===== src/rtl/dte_ebus_diag_seq_pkg.sv =====
// Shared EBUS/DTE types for the diagnostic-cycle sequencer, its DTE
// front end and bus monitors.
package dte_ebus_diag_seq_pkg;

   localparam int EBUS_DS_W   = 7;
   localparam int EBUS_DATA_W = 36;

   typedef enum logic [2:0] {
      dteWrite           = 3'd0,
      dteDiagFunc        = 3'd1,
      dteRead            = 3'd2,
      dteReleaseEBUSData = 3'd3,
      dteMisc            = 3'd4
   } tReqType;

   typedef enum logic [2:0] {
      IDLE   = 3'd0,
      SETUP  = 3'd1,
      STROBE = 3'd2,
      HOLD   = 3'd3,
      RESP   = 3'd4
   } tDiagSeqState;

   function automatic int max3(input int a, input int b, input int c);
      int m;
      m = (a > b) ? a : b;
      return (m > c) ? m : c;
   endfunction

endpackage


===== src/rtl/dte_ebus_diag_seq_tick_timer.sv =====
// Load/count/done down-counter shared by the setup, strobe and hold phases.
// done is high while the count sits at zero.
module diag_tick_timer #(
   parameter int W = 3
) (
   input  logic         clk,
   input  logic         reset,
   input  logic         load,
   input  logic [W-1:0] load_val,
   output logic         done
);

   logic [W-1:0] cnt;

   always_ff @(posedge clk) begin
      if (reset)
         cnt <= '0;
      else if (load)
         cnt <= load_val;
      else if (cnt != '0)
         cnt <= cnt - 1'b1;
   end

   assign done = (cnt == '0);

endmodule


===== src/rtl/dte_ebus_diag_seq.sv =====
// Timed EBUS diagnostic-cycle sequencer: one DTE request in, one timed
// ds/diagStrobe cycle on the bus, one captured word back to the DTE.
//
//  state  | meaning
//  IDLE   | waiting for a request; only state that accepts one
//  SETUP  | ds (and write data) settling before the strobe
//  STROBE | diagStrobe high; bus word captured on the last cycle
//  HOLD   | ds held after the strobe falls
//  RESP   | response presented, held until consumed
module dte_ebus_diag_seq
   import dte_ebus_diag_seq_pkg::*;
#(
   parameter int SETUP_TICKS  = 2,
   parameter int STROBE_TICKS = 4,
   parameter int HOLD_TICKS   = 2
) (
   input  logic                 clk,
   input  logic                 reset,
   input  logic                 reqValid,
   output logic                 reqReady,
   input  tReqType              reqType,
   input  logic [6:0]           reqFunc,
   input  logic [0:35]          reqData,
   output logic                 rspValid,
   input  logic                 rspReady,
   output logic [0:35]          rspData,
   output logic                 rspErr,
   output logic [EBUS_DS_W-1:0] ebusDs,
   output logic                 ebusDiagStrobe,
   output logic                 ebusDriving,
   output logic [0:35]          ebusDriveData,
   input  logic [0:35]          ebusData,
   output logic                 busy
);

   localparam int CNT_W = $clog2(max3(SETUP_TICKS, STROBE_TICKS, HOLD_TICKS) + 1);
   localparam logic [CNT_W-1:0] SETUP_LOAD  = CNT_W'(SETUP_TICKS - 1);
   localparam logic [CNT_W-1:0] STROBE_LOAD = CNT_W'(STROBE_TICKS - 1);
   localparam logic [CNT_W-1:0] HOLD_LOAD   = CNT_W'(HOLD_TICKS - 1);

   tDiagSeqState     state_q, state_d;
   logic             tmr_load;
   logic [CNT_W-1:0] tmr_load_val;
   logic             tmr_done;
   logic             accept;
   logic             timed_req;

   assign accept    = reqValid && (state_q == IDLE);
   assign timed_req = (reqType == dteWrite) || (reqType == dteDiagFunc);

   diag_tick_timer #(.W(CNT_W)) u_timer (
      .clk      (clk),
      .reset    (reset),
      .load     (tmr_load),
      .load_val (tmr_load_val),
      .done     (tmr_done)
   );

   always_ff @(posedge clk) begin
      if (reset)
         state_q <= IDLE;
      else
         state_q <= state_d;
   end

   // Timer is loaded on the transition edge, so each phase starts at N-1.
   always_comb begin
      state_d      = state_q;
      tmr_load     = 1'b0;
      tmr_load_val = '0;
      case (state_q)
         IDLE: begin
            if (reqValid) begin
               if (timed_req) begin
                  state_d      = SETUP;
                  tmr_load     = 1'b1;
                  tmr_load_val = SETUP_LOAD;
               end else begin
                  state_d = RESP;
               end
            end
         end
         SETUP: begin
            if (tmr_done) begin
               state_d      = STROBE;
               tmr_load     = 1'b1;
               tmr_load_val = STROBE_LOAD;
            end
         end
         STROBE: begin
            if (tmr_done) begin
               state_d      = HOLD;
               tmr_load     = 1'b1;
               tmr_load_val = HOLD_LOAD;
            end
         end
         HOLD: begin
            if (tmr_done)
               state_d = RESP;
         end
         RESP: begin
            if (rspReady)
               state_d = IDLE;
         end
         default: state_d = IDLE;
      endcase
   end

   always_comb begin
      reqReady       = (state_q == IDLE);
      busy           = (state_q != IDLE);
      rspValid       = (state_q == RESP);
      ebusDiagStrobe = (state_q == STROBE);
   end

   always_ff @(posedge clk) begin
      if (reset) begin
         ebusDs        <= '0;
         ebusDriving   <= 1'b0;
         ebusDriveData <= '0;
         rspData       <= '0;
         rspErr        <= 1'b0;
      end else begin
         if (accept) begin
            case (reqType)
               dteWrite: begin
                  ebusDs        <= reqFunc;
                  ebusDriving   <= 1'b1;
                  ebusDriveData <= reqData;
               end
               dteDiagFunc: ebusDs <= reqFunc;
               dteRead:     rspData <= ebusData;
               dteReleaseEBUSData: begin
                  ebusDriving   <= 1'b0;
                  ebusDriveData <= '0;
                  rspData       <= ebusData;
               end
               default: begin
                  rspErr  <= 1'b1;
                  rspData <= '0;
               end
            endcase
         end
         if (state_q == STROBE && tmr_done)
            rspData <= ebusData;
         if (state_q == HOLD && tmr_done)
            ebusDs <= '0;
         if (state_q == RESP && rspReady)
            rspErr <= 1'b0;
      end
   end

endmodule


===== config.mk =====
export PLATFORM = sky130hd
export DESIGN_NAME = dte_ebus_diag_seq
export DESIGN_NICKNAME = d
export VERILOG_FILES = /design/src/rtl/dte_ebus_diag_seq_pkg.sv /design/src/rtl/dte_ebus_diag_seq_tick_timer.sv /design/src/rtl/dte_ebus_diag_seq.sv
export SDC_FILE = /design/constraint.sdc
export NUM_CORES = 1
export LEC_CHECK = 0
export CORE_MARGIN = 3
export CORE_UTILIZATION = 25
export CTS_BUF_LIST = sky130_fd_sc_hd__clkbuf_4 sky130_fd_sc_hd__clkbuf_8 sky130_fd_sc_hd__clkbuf_16
export CTS_CLUSTER_DIAMETER = 200
export DETAILED_ROUTE_END_ITERATION = 12
export PLACE_DENSITY = 0.63
export REMOVE_ABC_BUFFERS = 1
export SYNTH_ARGS = -nofsm -noshare
export SYNTH_HDL_FRONTEND = slang
export SYNTH_HIERARCHICAL = 1
export SYNTH_SLANG_ARGS = --single-unit

===== constraint.sdc =====
create_clock -name clk -period 2.45 [get_ports clk]
set_input_delay 0.49 -clock clk [delete_from_list [all_inputs] [get_ports clk]]
set_output_delay 0.49 -clock clk [all_outputs]
set_load 0.01 [all_outputs]

* After elaboration in Yosys (flattened, before gate mapping)
Index checks and enable logic that the tools add are counted.
Word-level totals: bits in registers 87, word-level logic and storage cells 69
Operators by class: equality and inequality tests 13, multiplexer cells 23, add/sub/neg operators 1, bitwise operators 1, reduce and logical (&&, ||, !) cells 24
Operator list (count):
- one-hot mux 36 bit (2 select lines) | 2
- two-way mux 36 bit | 2
- two-way mux 3 bit | 8
- one-hot mux 3 bit (5 select lines) | 1
- == test 3 x 2 -> 1 bit (second input constant) | 4
- OR reduction 2 bit | 5
- logical NOT 3 bit | 3
- AND reduction 2 bit | 4
- == test 3 x 1 -> 1 bit (second input constant) | 2
- two-way mux 1 bit | 6
- inequality test 2 x 1 -> 1 bit (second input constant) | 3
- inequality test 2 bit (second input constant) | 3
- one-hot mux 2 bit (3 select lines) | 1
- nonzero test 2 bit | 3
- nonzero test 3 bit | 2
- AND reduction 5 bit | 1
- logical AND 1 bit | 4
- one-hot mux 1 bit (2 select lines) | 2
- OR reduction 4 bit | 1
- == test 3 bit (second input constant) | 1
- subtractor 3 x 1 -> 3 bit (second input constant) | 1
- two-way mux 2 bit | 1
- logical OR 1 bit | 1
- inverter 1 bit | 1

* Logic depth before layout (Yosys ltp)
Gate-level depths: netlist of the first run.
depth after elaboration 6, depth in mapped cells 10

* By module
The synthesis of the first run kept the hierarchy.
By module, submodules not included:
- dte_ebus_diag_seq | times used 1, area an instance 2861.5 um^2, cells each 238, sequential area each 1681.6 um^2
- diag_tick_timer | times used 1, area an instance 206.4 um^2, cells each 22, sequential area each 60.1 um^2

* Worst setup path before layout of the first run
OpenSTA, ideal clock, no wires.
path kind reg2reg, start point reg u_timer.cnt[0], end point reg u_timer.cnt[0], path slack 476 ps, buffers on the path 1, cell stages (with the launch flop) 11, arrival 1862 ps, period minus slack after synthesis 1974 ps, cells stage by stage dfxtp_1 inv_1 ha_1 nand2b_1 inv_1 clkbuf_1 nand2_1 nor3_1 a211o_1 nor2b_1 a2111oi_1
On the way: word-level cells in the longest chain between the ends 4, elaborated cells between the ends (all ways) 11
RTL lines:
- start: declaration | line dte_ebus_diag_seq_tick_timer.sv:13 | logic [W-1:0] cnt;
- start signal: assignment | line dte_ebus_diag_seq_tick_timer.sv:19 | cnt <= load_val;
- start signal: assignment | line dte_ebus_diag_seq_tick_timer.sv:21 | cnt <= cnt - 1'b1;
- logical NOT 3 bit * | line dte_ebus_diag_seq_tick_timer.sv:24 | assign done = (cnt == '0);
- via tmr_done | line dte_ebus_diag_seq.sv:44 | logic tmr_done;
- two-way mux 1 bit * | line dte_ebus_diag_seq.sv:84, dte_ebus_diag_seq.sv:91
- one-hot mux 1 bit (2 select lines) * | line dte_ebus_diag_seq.sv:71 | case (state_q)
- via tmr_load | line dte_ebus_diag_seq.sv:42 | logic tmr_load;
- two-way mux 3 bit / nonzero test 2 bit (equally long branches)
Mark *: on every way through the listed nets, which the timed path passes. The rest lies on a longest branch. The select of a mux whose other input is x is not followed. A chain may end at the register's enable or synchronous reset.

* Worst setup path in the final report of the first run
start point reg state_q[1], end point out ebusDiagStrobe
On the way: word-level cells in the longest chain between the ends 1
RTL lines:
- start: declaration | line dte_ebus_diag_seq.sv:41 | tDiagSeqState state_q, state_d;
- start signal: assignment | line dte_ebus_diag_seq.sv:63 | state_q <= state_d;
- == test 3 x 2 -> 1 bit | line dte_ebus_diag_seq.sv:113 | ebusDiagStrobe = (state_q == STROBE);
- end: declaration | line dte_ebus_diag_seq.sv:29 | output logic ebusDiagStrobe,
Every way passes these cells.

==> results of run 1 <==
final cells by class:
cell class / count / area share
multi-input combinational: 141 / 0.228
timing repair buffer: 180 / 0.347
sequential: 87 / 0.333
clock buffer: 11 / 0.0471
clock inverter: 4 / 0.00431
inverter: 8 / 0.00646
tap: 143 / 0.0342
routing by layer:
| layer | global-route usage | part of all wire | wire [um] | vias to the layer above |
|---|---|---|---|---|
| met5 | 0 | 0 | 0 | - |
| met4 | 0.0505 | 0.015 | 136 | 0 |
| met3 | 0.0463 | 0.097 | 855 | 10 |
| met2 | 0.213 | 0.46 | 4050 | 125 |
| met1 | 0.149 | 0.43 | 3810 | 1311 |
| li1 | - | - | - | 1353 |
power by group:
part           internal [mW]  switching, mW  leakage (nW)
clock network          0.714          0.510         0.135
registers               1.50         0.0538         0.705
logic                  0.399          0.321          1.04
worst min path at each step:
stage	slack, ns	cells past startpoint	end
2_1_floorplan	0.50	2	ebusDs[0]$_SDFFE_PP0P_
3_3_place_gp	0.45	1	rspData[17]$_SDFFE_PP0P_
3_5_place_dp	0.45	1	rspData[24]$_SDFFE_PP0P_
4_1_cts	0.47	1	rspData[16]$_SDFFE_PP0P_
5_1_grt	0.48	1	rspData[19]$_SDFFE_PP0P_
6_report	0.46	1	rspData[17]$_SDFFE_PP0P_
sequential cells by signal, summed over array words and instances (netlist names):
| register | count |
|---|---|
| state_q | 3 |
| ebusDs | 7 |
| ebusDriveData | 36 |
| rspData | 36 |
| ebusDriving | 1 |
| u_timer/cnt | 3 |
| rspErr | 1 |
worst register-to-register path: cells and delay by family, from the launching register on:
kind	cells	cell delay, ns
and+or+nand+nor	4	0.58
buffers and inverters	2	0.25
adders and majority gates	1	0.20
DFF	1	0.31
AOI/OAI and AO/OA	2	0.62
timing repair:
| action | CTS | global route |
|---|---|---|
| resized for setup | 0 | 2 |
| hold buffers | 0 | 0 |
| setup endpoints to repair | 0 | 8 |
through the flow:
step                 util  setup slack (ns)
floorplan               -            -0.187
global placement    0.423           -0.0530
detailed placement  0.423            -0.207
CTS                 0.446             0.116
global route        0.446            0.0612
finish              0.446             0.161
logic make-up after synthesis:
| kind of cell | Yosys count | synth area share |
|---|---|---|
| adder cells (fa/ha/maj) | 2 | 0.00816 |
| XOR/XNOR | 2 | 0.00571 |
| AO/OA/AOI/OAI | 102 | 0.290 |
| buffers and inverters | 32 | 0.0526 |
| AND/OR/NAND/NOR | 34 | 0.0750 |
| other | 1 | 0.00122 |
| flip-flops | 87 | 0.568 |
placed cells by master (no fill, tap or decap), drive strengths merged, types with 3 or more instances in the layout:
cell type,instances
clkdlybuf4s50,170
dfxtp,87
a32o,37
a22o,36
clkbuf,11
buf,10
a21oi,8
nand3,7
o21ai,7
inv,7
nor2b,6
nand2,3
clkinv,3
a31oi,3
nor4b,3
a2111oi,3
==> run summary, run 1 <==
• **remaining antenna violation count** 0
• **count of flip-flops with a built-in enable after synthesis** 0
• **total number of cells along the worst setup path** 2
• **post-synth design cell area** 3070 um^2
• **Worst Setup End Kind** output pin
• **nets** 515
• **Post-DP HPWL** 6370 um
• **reg-to-reg endpoint** u_timer/cnt[0]$_SDFFE_PP0P_
• **wire per inst** 15.4 um
• **clock insertion delay at the later pin of the skew report** 0.33 ns
• **type of the most critical hold path** flip-flop to flip-flop
• **critical path data arrival time** 1.80 ns
• **number of endpoints failing setup at the final stage** 0
• **die height** 117 um
• **RSZ-0062 raised after global routing** false
• **area added between synthesis and finish** 70.4%
• **Cell Chain, Critical Path** nor3b_1 > clkdlybuf4s50_1
• **leftover overflow at the end of global routing** 0
• **clock transition at the registers of the reported paths** 0.06 ns
• **gate family responsible for the most delay along the worst path** buffers and inverters
• **prevailing post-synth register cell** sky130_fd_sc_hd__dfxtp_1
• **count of vias placed by the detailed router** 2799
• **Worst Setup EP** ebusDiagStrobe
• **minimum clock period after layout** 2.29 ns
• **setup slack, reg-to-reg** 0.37 ns
• **Max-Cap Viols** 0
• **sequential cell area in the final layout** 1740 um^2
• **placed cell count** 559
• **clk sink count** 87
• **reported leakage power** 1.88 nW
• **Setup TNS** 0 ns
• **FP Rows** 39
• **Post-Route Skew** 0.00688 ns
• **Ys Warns** 6
• **hold path startpoint** rspData[17]$_SDFFE_PP0P_
• **I/O pins** 171
• **number of levels the H-tree was split into** 3
• **fill count** 1164
• **total placed instance area** 4960 um^2
• **Detailed Routing Iterations Pass 1** 4
• **crit-path max cell delay** 0.60 ns
• **multi-input gate area in the final layout** 1190 um^2
• **Max Root-Sink Buffers** 2
• **dominant cell type by area after synthesis** sky130_fd_sc_hd__dfxtp_1
• **CP Class** flip-flop to output pin
• **Core Region** 11700 um^2
• **worst-case headroom to the max-slew limit** 0.329
• **synthesized area divided by synthesized cell count** 11.8 um^2
• **total track usage** 0.128
• **Critical R2R Launch** u_timer/cnt[0]$_SDFFE_PP0P_
• **largest net degree at the start of global routing** 39
• **total CTS buffers** 9
• **die area** 13600 um^2
• **final critical-path share of the clock period** 0.934
• **fraction of synthesized cell area taken by the top area cell type** 0.568
• **worst-margin pin slew** 1.01 ns
• **effective utilization at floorplan** 0.262
• **cell types with the largest area share after synthesis** sky130_fd_sc_hd__dfxtp_1 (57%), sky130_fd_sc_hd__a32o_1 (12%), sky130_fd_sc_hd__a22o_1 (10%), sky130_fd_sc_hd__buf_2 (1.5%), sky130_fd_sc_hd__buf_6 (1.5%)
• **buffers plus inverters on the worst setup path** 1
• **Post-synth top cells** sky130_fd_sc_hd__dfxtp_1 (87), sky130_fd_sc_hd__a32o_1 (37), sky130_fd_sc_hd__a22o_1 (36), sky130_fd_sc_hd__clkbuf_1 (11), sky130_fd_sc_hd__buf_2 (9)
• **routed vias/inst** 4.88
• **Iteration-0 DRC Markers** 207
• **total wirelength of the detailed-routed design** 8850 um
• **number of synthesized register bits** 87
• **number of antenna repair diodes** 0
• **count of placed standard cells in the final layout, fillers left out** 574
• **beginning of the critical path** state_q[1]$_SDFFE_PP0P_
• **depth of the most critical reg-to-reg path** 9
• **global placement routability congestion** 0.722
• **Worst setup SP type** flip-flop
• **number of setup buffers added after CTS** 0
• **global-route wire length before repair** 13800 um
• **ratio of total power to cell area** 668 nW/um^2
• **Crit-path slowest cell** sky130_fd_sc_hd__clkdlybuf4s50_1
• **count of buffers inserted at the top-level ports** 170
• **Slew Limit Fails** 0
• **worst IR drop on VDD** 0.000246 V
• **final design instance area without fill** 5230 um^2
• **DIE WIDTH** 117 um
• **run status** complete, no violations
• **final-report hold violation count** 0
• **cell chosen for the clock root** sky130_fd_sc_hd__clkbuf_16
• **post-synth cell types** 39
• **dominant cell by count in the synthesized netlist** sky130_fd_sc_hd__dfxtp_1
• **largest fanout on the critical path** 10
• **data required time of the critical path** 1.96 ns
• **sequential-to-total area share from yosys stat** 0.568
• **achievable clock frequency** 437 MHz
• **Fin Hold WS** 0.463 ns
• **synthesized instance count** 260
• **vias in the first global route** 2849
• **ratio of cells with drive above 1 in the final layout** 0.0742
• **post-route DRC violation count** 0
• **Power Total** 3.49 mW
• **clock tree from TritonCTS** built
• **antenna violations before repair** 0
• **share of flip-flops with an asynchronous set or reset after synthesis** 0
Note: power is estimated with default switching activity, not from simulation.
==> inputs of run 2 (changes only) <==
--- a/config.mk
+++ b/config.mk
@@ -5,6 +5,7 @@
 export SDC_FILE = /design/constraint.sdc
 export NUM_CORES = 1
 export LEC_CHECK = 0
+export CORE_ASPECT_RATIO = 0.9
 export CORE_MARGIN = 3
 export CORE_UTILIZATION = 25
 export CTS_BUF_LIST = sky130_fd_sc_hd__clkbuf_4 sky130_fd_sc_hd__clkbuf_8 sky130_fd_sc_hd__clkbuf_16
==> run 2 against run 1 <==
Against the previous run: count of clock-buffer cells in the layout is the same; highest routed layer unchanged; largest power group unchanged; global-route usage grew 0.37 points; via count grew 0.82%; die area is essentially flat; cell count grew 2.6%; worst hold slack gained 0.0015 ns; total power grew 5.1%; clock power grew 12%; register-to-register slack gained 0.02 ns; routed wire length grew 2.0%; non-clock buffer count grew 1; clock skew is essentially flat.
==> run summary, run 2 (same netlist as run 1, synthesis figures left out) <==
• **hold path startpoint** rspData[13]$_SDFFE_PP0P_, was rspData[17]$_SDFFE_PP0P_
• **RSZ-0062 raised after global routing** false, unchanged
• **die area** 13600 um^2, about the same
• **Iteration-0 DRC Markers** 175, was 207
• **area added between synthesis and finish** 72.3%, was 70.4%
• **achievable clock frequency** 440 MHz, was 437 MHz
• **Max-Cap Viols** 0, unchanged
• **global placement routability congestion** 0.748, was 0.722
• **critical path data arrival time** 1.78 ns, was 1.80 ns
• **minimum clock period after layout** 2.27 ns, was 2.29 ns
• **Setup TNS** 0 ns, unchanged
• **run status** complete, no violations, unchanged
• **post-route DRC violation count** 0, unchanged
• **clock insertion delay at the later pin of the skew report** 0.33 ns, about the same
• **global-route wire length before repair** 14400 um, was 13800 um
• **total wirelength of the detailed-routed design** 9030 um, was 8850 um
• **clock transition at the registers of the reported paths** 0.06 ns, about the same
• **Crit-path slowest cell** sky130_fd_sc_hd__clkdlybuf4s50_1, unchanged
• **clock tree from TritonCTS** built, unchanged
• **I/O pins** 171, unchanged
• **Post-Route Skew** 0.00706 ns, was 0.00688 ns
• **largest fanout on the critical path** 10, unchanged
• **Post-DP HPWL** 6320 um, was 6370 um
• **DIE WIDTH** 123 um, was 117 um
• **nets** 516, was 515
• **die height** 111 um, was 117 um
• **count of buffers inserted at the top-level ports** 170, unchanged
• **count of vias placed by the detailed router** 2822, was 2799
• **Core Region** 11700 um^2, about the same
• **worst-case headroom to the max-slew limit** 0.366, was 0.329
• **data required time of the critical path** 1.96 ns, about the same
• **remaining antenna violation count** 0, unchanged
• **Critical R2R Launch** u_timer/cnt[0]$_SDFFE_PP0P_, unchanged
• **clk sink count** 87, unchanged
• **leftover overflow at the end of global routing** 0, unchanged
• **worst-case hold path end point** rspData[13]$_SDFFE_PP0P_, was rspData[17]$_SDFFE_PP0P_
• **Detailed Routing Iterations Pass 1** 4, unchanged
• **Worst setup SP type** flip-flop, unchanged
• **cell chosen for the clock root** sky130_fd_sc_hd__clkbuf_16, unchanged
• **crit-path max cell delay** 0.60 ns, about the same
• **total of hold buffers inserted after clock tree synthesis** 0, unchanged
• **ratio of total power to cell area** 695 nW/um^2, was 668 nW/um^2
• **number of antenna repair diodes** 0, unchanged
• **wire per inst** 15.3 um, was 15.4 um
• **Slew Limit Fails** 0, unchanged
• **routed vias/inst** 4.79, was 4.88
• **total track usage** 0.131, was 0.128
• **depth of the most critical reg-to-reg path** 9, unchanged
• **worst IR drop on VDD** 0.000322 V, was 0.000246 V
• **largest net degree at the start of global routing** 39, unchanged
• **vias in the first global route** 2882, was 2849
• **number of levels the H-tree was split into** 3, unchanged
• **ratio of cells with drive above 1 in the final layout** 0.0762, was 0.0742
• **cell depth of the worst hold path** 1, unchanged
• **most common cell after layout, fill and taps aside** sky130_fd_sc_hd__clkdlybuf4s50_1, unchanged
• **setup slack, reg-to-reg** 0.39 ns, was 0.37 ns
• **commonest cells after routing, fill and taps aside** sky130_fd_sc_hd__clkdlybuf4s50_1 (170), sky130_fd_sc_hd__dfxtp_1 (87), sky130_fd_sc_hd__a32o_1 (37), unchanged
• **total CTS buffers** 9, unchanged
• **type of the most critical hold path** flip-flop to flip-flop, unchanged
• **antenna violations before repair** 0, unchanged
• **Power Total** 3.67 mW, was 3.49 mW
• **Max Root-Sink Buffers** 2, unchanged
• **FP Rows** 37, was 39
• **CP Class** flip-flop to output pin, unchanged
• **final-report hold violation count** 0, unchanged
• **Cell Chain, Critical Path** nor3b_1 > clkdlybuf4s50_1, unchanged
• **reg-to-reg endpoint** u_timer/cnt[1]$_SDFFE_PP0P_, was u_timer/cnt[0]$_SDFFE_PP0P_
• **final critical-path share of the clock period** 0.928, was 0.934
• **reported leakage power** 1.91 nW, was 1.88 nW
• **registers with the most flip-flops** ebusDriveData (36), rspData (36), ebusDs (7), unchanged
• **Worst Setup End Kind** output pin, unchanged
• **number of endpoints failing setup at the final stage** 0, unchanged
• **effective utilization at floorplan** 0.262, about the same
• **worst-margin pin slew** 0.951 ns, was 1.01 ns
-- run 2: cell types whose count changed in the layout (fill, tap and decap cells not counted) --
| cell | previous run | this run |
|---|---|---|
| sky130_fd_sc_hd__buf_4 | 7 | 8 |
| sky130_fd_sc_hd__bufinv_16 | 0 | 1 |
| sky130_fd_sc_hd__clkinv_2 | 3 | 2 |
| sky130_fd_sc_hd__clkinvlp_4 | 2 | 1 |
| sky130_fd_sc_hd__inv_1 | 6 | 8 |
| sky130_fd_sc_hd__inv_2 | 1 | 0 |
| sky130_fd_sc_hd__inv_6 | 0 | 1 |
| sky130_fd_sc_hd__nor3b_1 | 2 | 1 |
| sky130_fd_sc_hd__nor3b_2 | 0 | 1 |
-- run 2: how the worst max path moves through the flow --
| stage | startpoint | to | slack, ns |
|---|---|---|---|
| global route | state_q[1]$_SDFFE_PP0P_ | ebusDiagStrobe | 0.07 |
| CTS | state_q[2]$_SDFFE_PP0P_ | rspValid | 0.09 |
| detailed placement | reqValid | ebusDriveData[21]$_SDFFE_PP0P_ | -0.04 |
| floorplan | reqValid | ebusDriveData[0]$_SDFFE_PP0P_ | -0.19 |
| global placement | reqValid | ebusDriveData[19]$_SDFFE_PP0P_ | 0.08 |
| finish | state_q[1]$_SDFFE_PP0P_ | ebusDiagStrobe | 0.18 |
-- run 2: final cells by class --
class,instances,area [um^2]
clock buffer,11,246
clock inverter,5,56.3
fill,1071,6420
inverter,8,30.0
multi-input combinational,141,1200
sequential,87,1740
tap,156,195
timing repair buffer,181,1820
-- run 2: layer usage --
layer  wire [um]  vias to the layer above  track usage
met4          95                        0       0.0313
met1        3900                     1335        0.155
li1            -                     1357            -
met5           0                        -            0
met3         870                       10       0.0663
met2        4170                      120        0.212
-- run 2: power breakdown --
group | internal, mW | switching, mW | leakage, nW
clock network | 0.829 | 0.544 | 0.149
logic | 0.414 | 0.331 | 1.06
registers | 1.50 | 0.0575 | 0.705
total | 2.74 | 0.933 | 1.91
-- run 2: critical path: cells and delay by family, from the launching register on --
family | cells | cell delay, ns
and+or+nand+nor | 1 | 0.33
DFF | 1 | 0.53
buffers and inverters | 1 | 0.60
-- run 2: what timing repair did --
item,CTS,global route
buffers inserted,0,0
resized for setup,0,1
setup endpoints to repair,0,1
-- run 2: through the flow --
stage                     instances  hold slack [ns]  area [um^2]  setup WS [ns]   util
after floorplan                 236            0.498         2940         -0.187      -
after global placement          573            0.446         4980         0.0756  0.425
after detailed placement        573            0.454         4980        -0.0356  0.425
after CTS                       589            0.468         5280         0.0879  0.451
after global routing            589            0.476         5290         0.0676  0.451
final                           589            0.464         5290          0.175  0.451
